### src/rtl/mem_access_unit.sv
`default_nettype none
// ============================================================================
// mem_access_unit : single-outstanding load/store unit bridging a pipeline
//                   request port to a word bus, with alignment and timeout.
// Revision        : 1.0
// ============================================================================
module mem_access_unit #(
    parameter int unsigned TIMEOUT_CYCLES = 255
) (
    input  logic        clk,
    input  logic        rstn,
    input  logic        req_valid,
    output logic        req_ready,
    input  logic        req_read,
    input  logic        req_write,
    input  logic [31:0] req_addr,
    input  logic [31:0] req_wdata,
    input  logic [1:0]  req_store_option,
    input  logic [2:0]  req_load_option,
    output logic        bus_req,
    output logic        bus_we,
    output logic [31:0] bus_addr,
    output logic [31:0] bus_wdata,
    output logic [3:0]  bus_be,
    input  logic        bus_ack,
    input  logic [31:0] bus_rdata,
    output logic [31:0] Dout,
    output logic [31:0] Addr,
    output logic [2:0]  load_option,
    output logic        rsp_valid,
    output logic        stall,
    output logic        misalign,
    output logic        timeout_err
);

    typedef enum logic [0:0] {
        S_IDLE = 1'b0,
        S_BUSY = 1'b1
    } state_t;

    localparam logic [7:0] c_cnt_last = 8'(TIMEOUT_CYCLES - 1);

    state_t      state_q, state_d;
    logic [7:0]  cnt_q, cnt_d;
    logic        bus_req_q, bus_req_d;
    logic        bus_we_q, bus_we_d;
    logic [31:0] bus_addr_q, bus_addr_d;
    logic [31:0] bus_wdata_q, bus_wdata_d;
    logic [3:0]  bus_be_q, bus_be_d;
    logic [31:0] acc_addr_q, acc_addr_d;
    logic [2:0]  acc_lopt_q, acc_lopt_d;
    logic [31:0] dout_q, dout_d;
    logic [31:0] addr_out_q, addr_out_d;
    logic [2:0]  lopt_out_q, lopt_out_d;
    logic        rsp_valid_q, rsp_valid_d;
    logic        misalign_q, misalign_d;
    logic        timeout_q, timeout_d;

    logic        w_accept;
    logic        w_misaligned;
    logic [3:0]  w_be;
    logic [31:0] w_wdata;

    assign w_accept = req_valid && (state_q == S_IDLE) && (req_read || req_write);

    // Write takes precedence when both read and write are flagged.
    always_comb begin
        w_misaligned = 1'b0;
        w_be         = 4'b1111;
        w_wdata      = req_wdata;
        if (req_write) begin
            case (req_store_option)
                2'b01: begin
                    w_misaligned = req_addr[0];
                    w_be         = req_addr[1] ? 4'b1100 : 4'b0011;
                    w_wdata      = {2{req_wdata[15:0]}};
                end
                2'b10: begin
                    w_be    = 4'b0001 << req_addr[1:0];
                    w_wdata = {4{req_wdata[7:0]}};
                end
                default: w_misaligned = (req_addr[1:0] != 2'b00);
            endcase
        end else begin
            case (req_load_option)
                3'b000:        w_misaligned = (req_addr[1:0] != 2'b00);
                3'b001, 3'b010: w_misaligned = req_addr[0];
                default:       w_misaligned = 1'b0;
            endcase
        end
    end

    always_comb begin
        state_d     = state_q;
        cnt_d       = cnt_q;
        bus_req_d   = bus_req_q;
        bus_we_d    = bus_we_q;
        bus_addr_d  = bus_addr_q;
        bus_wdata_d = bus_wdata_q;
        bus_be_d    = bus_be_q;
        acc_addr_d  = acc_addr_q;
        acc_lopt_d  = acc_lopt_q;
        dout_d      = dout_q;
        addr_out_d  = addr_out_q;
        lopt_out_d  = lopt_out_q;
        rsp_valid_d = 1'b0;
        misalign_d  = 1'b0;
        timeout_d   = 1'b0;
        case (state_q)
            S_IDLE: begin
                if (w_accept) begin
                    if (w_misaligned) begin
                        rsp_valid_d = 1'b1;
                        misalign_d  = 1'b1;
                        dout_d      = 32'h0;
                        addr_out_d  = req_addr;
                        lopt_out_d  = req_load_option;
                    end else begin
                        state_d     = S_BUSY;
                        cnt_d       = 8'h0;
                        bus_req_d   = 1'b1;
                        bus_we_d    = req_write;
                        bus_addr_d  = {req_addr[31:2], 2'b00};
                        bus_be_d    = w_be;
                        bus_wdata_d = w_wdata;
                        acc_addr_d  = req_addr;
                        acc_lopt_d  = req_load_option;
                    end
                end
            end
            S_BUSY: begin
                // An ack arriving on the last allowed cycle still completes normally.
                if (bus_ack) begin
                    state_d     = S_IDLE;
                    bus_req_d   = 1'b0;
                    rsp_valid_d = 1'b1;
                    dout_d      = bus_we_q ? 32'h0 : bus_rdata;
                    addr_out_d  = acc_addr_q;
                    lopt_out_d  = acc_lopt_q;
                end else if (cnt_q == c_cnt_last) begin
                    state_d     = S_IDLE;
                    bus_req_d   = 1'b0;
                    rsp_valid_d = 1'b1;
                    timeout_d   = 1'b1;
                    dout_d      = 32'h0;
                    addr_out_d  = acc_addr_q;
                    lopt_out_d  = acc_lopt_q;
                end else begin
                    cnt_d = cnt_q + 8'h1;
                end
            end
            default: state_d = S_IDLE;
        endcase
    end

    always_ff @(posedge clk) begin
        if (!rstn) begin
            state_q     <= S_IDLE;
            cnt_q       <= 8'h0;
            bus_req_q   <= 1'b0;
            bus_we_q    <= 1'b0;
            bus_addr_q  <= 32'h0;
            bus_wdata_q <= 32'h0;
            bus_be_q    <= 4'h0;
            acc_addr_q  <= 32'h0;
            acc_lopt_q  <= 3'h0;
            dout_q      <= 32'h0;
            addr_out_q  <= 32'h0;
            lopt_out_q  <= 3'h0;
            rsp_valid_q <= 1'b0;
            misalign_q  <= 1'b0;
            timeout_q   <= 1'b0;
        end else begin
            state_q     <= state_d;
            cnt_q       <= cnt_d;
            bus_req_q   <= bus_req_d;
            bus_we_q    <= bus_we_d;
            bus_addr_q  <= bus_addr_d;
            bus_wdata_q <= bus_wdata_d;
            bus_be_q    <= bus_be_d;
            acc_addr_q  <= acc_addr_d;
            acc_lopt_q  <= acc_lopt_d;
            dout_q      <= dout_d;
            addr_out_q  <= addr_out_d;
            lopt_out_q  <= lopt_out_d;
            rsp_valid_q <= rsp_valid_d;
            misalign_q  <= misalign_d;
            timeout_q   <= timeout_d;
        end
    end

    assign req_ready   = (state_q == S_IDLE);
    assign stall       = (state_q == S_BUSY);
    assign bus_req     = bus_req_q;
    assign bus_we      = bus_we_q;
    assign bus_addr    = bus_addr_q;
    assign bus_wdata   = bus_wdata_q;
    assign bus_be      = bus_be_q;
    assign Dout        = dout_q;
    assign Addr        = addr_out_q;
    assign load_option = lopt_out_q;
    assign rsp_valid   = rsp_valid_q;
    assign misalign    = misalign_q;
    assign timeout_err = timeout_q;

endmodule
`default_nettype wire

### config.mk
export PLATFORM = sky130hd
export DESIGN_NAME = mem_access_unit
export DESIGN_NICKNAME = d
export VERILOG_FILES = /design/src/rtl/mem_access_unit.sv
export SDC_FILE = /design/constraint.sdc
export NUM_CORES = 1
export LEC_CHECK = 0
export CORE_AREA = 5 5 133 135
export DETAILED_ROUTE_END_ITERATION = 7
export DIE_AREA = 0 0 138 140
export GPL_TIMING_DRIVEN = 0
export PLACE_DENSITY_LB_ADDON = 0.3
export SETUP_SLACK_MARGIN = 0.2
export SYNTH_ARGS = -nofsm -noshare
export SYNTH_HDL_FRONTEND = slang
export SYNTH_SLANG_ARGS = --single-unit
### constraint.sdc
create_clock -name clk -period 1.8 [get_ports clk]
set_input_delay 0.36 -clock clk [delete_from_list [all_inputs] [get_ports clk]]
set_output_delay 0.36 -clock clk [all_outputs]
set_load 0.1 [all_outputs]
==> metrics.md <==
| Metric | Value |
|---|---|
| First-pass GRT wire length | `roughly 35 mm` |
| # setup viols final | `0` |
| Sequential-to-total area share from yosys stat | `48.4%` |
| Die area | `19300 µm²` |
| Crit end category | `register` |
| Grt ovf | `0` |
| Final setup TNS | `0 ns` |
| WL final | `24.1 mm` |
| Synthesized area per cell | `9.10 µm²` |
| Synthesized instance count | `691` |
| Synthesized flop and latch total | `152` |
| Worst path required time | `2.14 ns` |
| HPWL after DPL | `15.7 mm` |
| Worst-Margin Slew | `0.690 ns` |
| Initial Utilization | `38.5%` |
| FP Rows | `47` |
| Worst hold path class | `in -> reg` |
| Die Span Y | `140 µm` |
| Nets | `1120` |
| Die X | `138 µm` |
| Crit share post-route | `98.8%` |
| Critical path fanouts, max | `7` |
| Antenna Cells | `0` |
| VDD IR max | `0.703 mV` |
| Inserted Clock Buffers | `17` |
| H-tree depth | `4` |
| Setup Skew | `0.00951 ns` |
| Power Dens Cells | `999 nW/µm²` |
| Fin. Hold Viols | `0` |
| R2R Setup Slk | `0.02 ns` |
| Root Driver | `clkbuf_16` |
| Hold Path Cell Cnt | `3` |
| Synth warnings | `0` |
| Outcome | `complete, no violations` |
| Total track usage | `22.4%` |
| Max-Cap Viols | `0` |
| Fraction of registers with async set/reset | `0%` |
| Clock latency at the later pin of the worst-skew pair | `0.43 ns` |
| Antenna Nets Post-Route | `0` |
| Area leader, netlist | `dfxtp_1` |
| Via-per-instance ratio | `5.21` |
| Top cell by count, worst path | `buf_12` |
| Pre-antenna DRT Iters | `5` |
| Pre-CTS WS | `-0.978 ns` |
| Startpoint Class | `register` |
| Synth area leaders | `dfxtp_1 (48%), nand2_1 (7.0%), mux2i_1 (5.6%)` |
| Initial antenna violation count | `0` |
| GP Congestion | `around 0.88` |
| Distinct cell type count after synthesis | `53` |
| Area Overhead vs Synth | `70.2%` |
| Prevailing post-synth register cell | `dfxtp_1` |
| Crit path largest cell delay | `0.36 ns` |
| Share of layout cells above drive strength 1 | `~43%` |
| Post-synth EDFFs | `0` |
| Crit path arrival time | `2.11 ns` |
| Final slew viol count | `0` |
| Synth top area share | `48.4%` |
| Leakage power | `about 4.5 nW` |
| Critical path class | `reg -> reg` |
| CTS tree | `yes` |
| RSZ-0062 raised after global routing | `true` |
| Via count | `about 6500` |
| Port buffer count | `246` |
| Clock sink count | `152` |
| Final setup margin | `0.0210 ns` |
| CP cell instances | `nand4_1, o21bai_4, a32o_2, buf_12, buf_12, buf_16, nor2_2, a211oi_2` |
| Hold-fix buffers, CTS | `0` |
| Fmax | `about 560 MHz` |
| Synth top cells by count | `dfxtp_1 (152), nand2_1 (118), a21oi_1 (64)` |
| Crit path time final | `roughly 1.8 ns` |
| Core ar. | `16300 µm²` |
| Clock Tree Buf Depth | `2` |
| R2r worst-path depth | `8` |
| Residual DRC | `0` |
| # IOs | `roughly 250` |
| Slowest cell on crit path | `dfxtp_2` |
| Synthesized cell area | `between 6000 and 7000 µm²` |
| Slew margin rel. | `54.0%` |
| Number of global-route vias before repair | `6286` |
| Most common cell in the netlist | `dfxtp_1` |
| CTS clk-pin slew, worst paths | `0.06 ns` |
| Largest net degree at the start of global routing | `17` |
| Wirelength per Cell | `19.4 µm` |
| Drt initial violations | `325` |
==> report_power, final <==
| part | switching [mW] | internal [mW] |
|---|---|---|
| Clock | 1.40 | 2.04 |
| Combinational | 2.43 | 1.12 |
| Sequential | 0.134 | 3.57 |
==> flip-flops by register name, summed over array words and instances (netlist names) <==
signal / flops
Addr: 32
Dout: 32
bus_wdata: 32
acc_addr_q: 31
cnt_q: 8
bus_be: 4
acc_lopt_q: 3
load_option: 3
bus_addr: 1
bus_req: 1
bus_we: 1
misalign: 1
rsp_valid: 1
stall: 1
timeout_err: 1
==> through the flow <==
step	cells	total power, mW	hold WS [ns]	cell area, µm²	utilization (%)
after floorplan	692	5.96	0.436	6390	-
after global placement	1158	6.83	0.438	9130	55.8
after detailed placement	1158	6.86	0.444	9130	55.8
after CTS	1217	10.3	0.336	9670	59.2
after global routing	1239	11.1	0.233	10700	65.5
final	1239	10.7	0.228	10700	65.5
==> worst paths after layout <==
check,from,endpoint
worst min-delay path,req_load_option[1],acc_lopt_q[1]
worst max-delay path,cnt_q[3],Addr[11]
worst max register to register,cnt_q[3],Addr[11]
worst min register to register,bus_wdata[27],bus_wdata[27]
==> layout make-up <==
class | count | area [µm²]
Clock buffer | 23 | 489
Fill cell | 1364 | 5650
Timing Repair Buffer | 298 | 2610
Tap cell | 220 | 275
Sequential cell | 152 | 3060
Multi-Input combinational cell | 449 | 3400
Inverter | 6 | 28.8
Clock inverter | 6 | 66.3
Buffer | 85 | 768
==> placed cells by master (no fill, tap or decap), types with 7 or more instances in the layout <==
cell type        instances
buf_6                   22
dfxtp_1                145
a22o_1                  32
buf_8                   11
clkbuf_2                14
buf_4                   96
buf_12                  11
nor3_1                   8
nor2_4                   8
clkdlybuf4s50_1         98
nor2_1                  47
a221o_1                  8
a211oi_2                23
clkbuf_4                29
buf_2                   78
nor2_2                   7
a21oi_2                 35
a21oi_1                 28
mux2i_1                 35
clkbuf_1                12
a211oi_1                13
nand2_1                 88
clkbuf_16               26
o211ai_1                17
nand2_4                 24
==> logic make-up (layout without fill, tap and decap cells) <==
group,count (synthesis),count (layout),synth area share (%)
buffers and inverters,91,418,8.70
adder cells (fa/ha/maj),4,4,0.796
multiplexers,35,35,5.57
AO/OA/AOI/OAI,189,189,21.6
XOR/XNOR,3,3,0.418
AND/OR/NAND/NOR,216,216,14.5
other,1,2,0.0596
flip-flops,152,152,48.4
==> worst max-delay path, delay by kind of cell (launching register included) <==
family                 cells  cell delay, ns
DFF                        1            0.36
buffers and inverters      3            0.40
and+or+nand+nor            2            0.25
AOI/OAI and AO/OA          3            0.67
==> layer usage <==
metal  GRT usage, %  up-vias  part of all wire [%]
met3           7.77       31                   8.2
met4           7.49        0                   2.0
met5              0        -                     0
li1               -     3059                     -
met1           27.5     3091                    41
met2           36.9      272                    49
==> repair_timing <==
| action | CTS | global route |
|---|---|---|
| buffers inserted | 22 | 14 |
| endpoints found under the setup margin | 290 | 179 |
| gates cloned | 8 | 8 |
| gates resized for setup | 843 | 212 |
| pin swaps | 50 | 82 |
| endpoints found under the hold margin | 0 | 0 |
No activity file was read; power rests on OpenSTA's default activity.
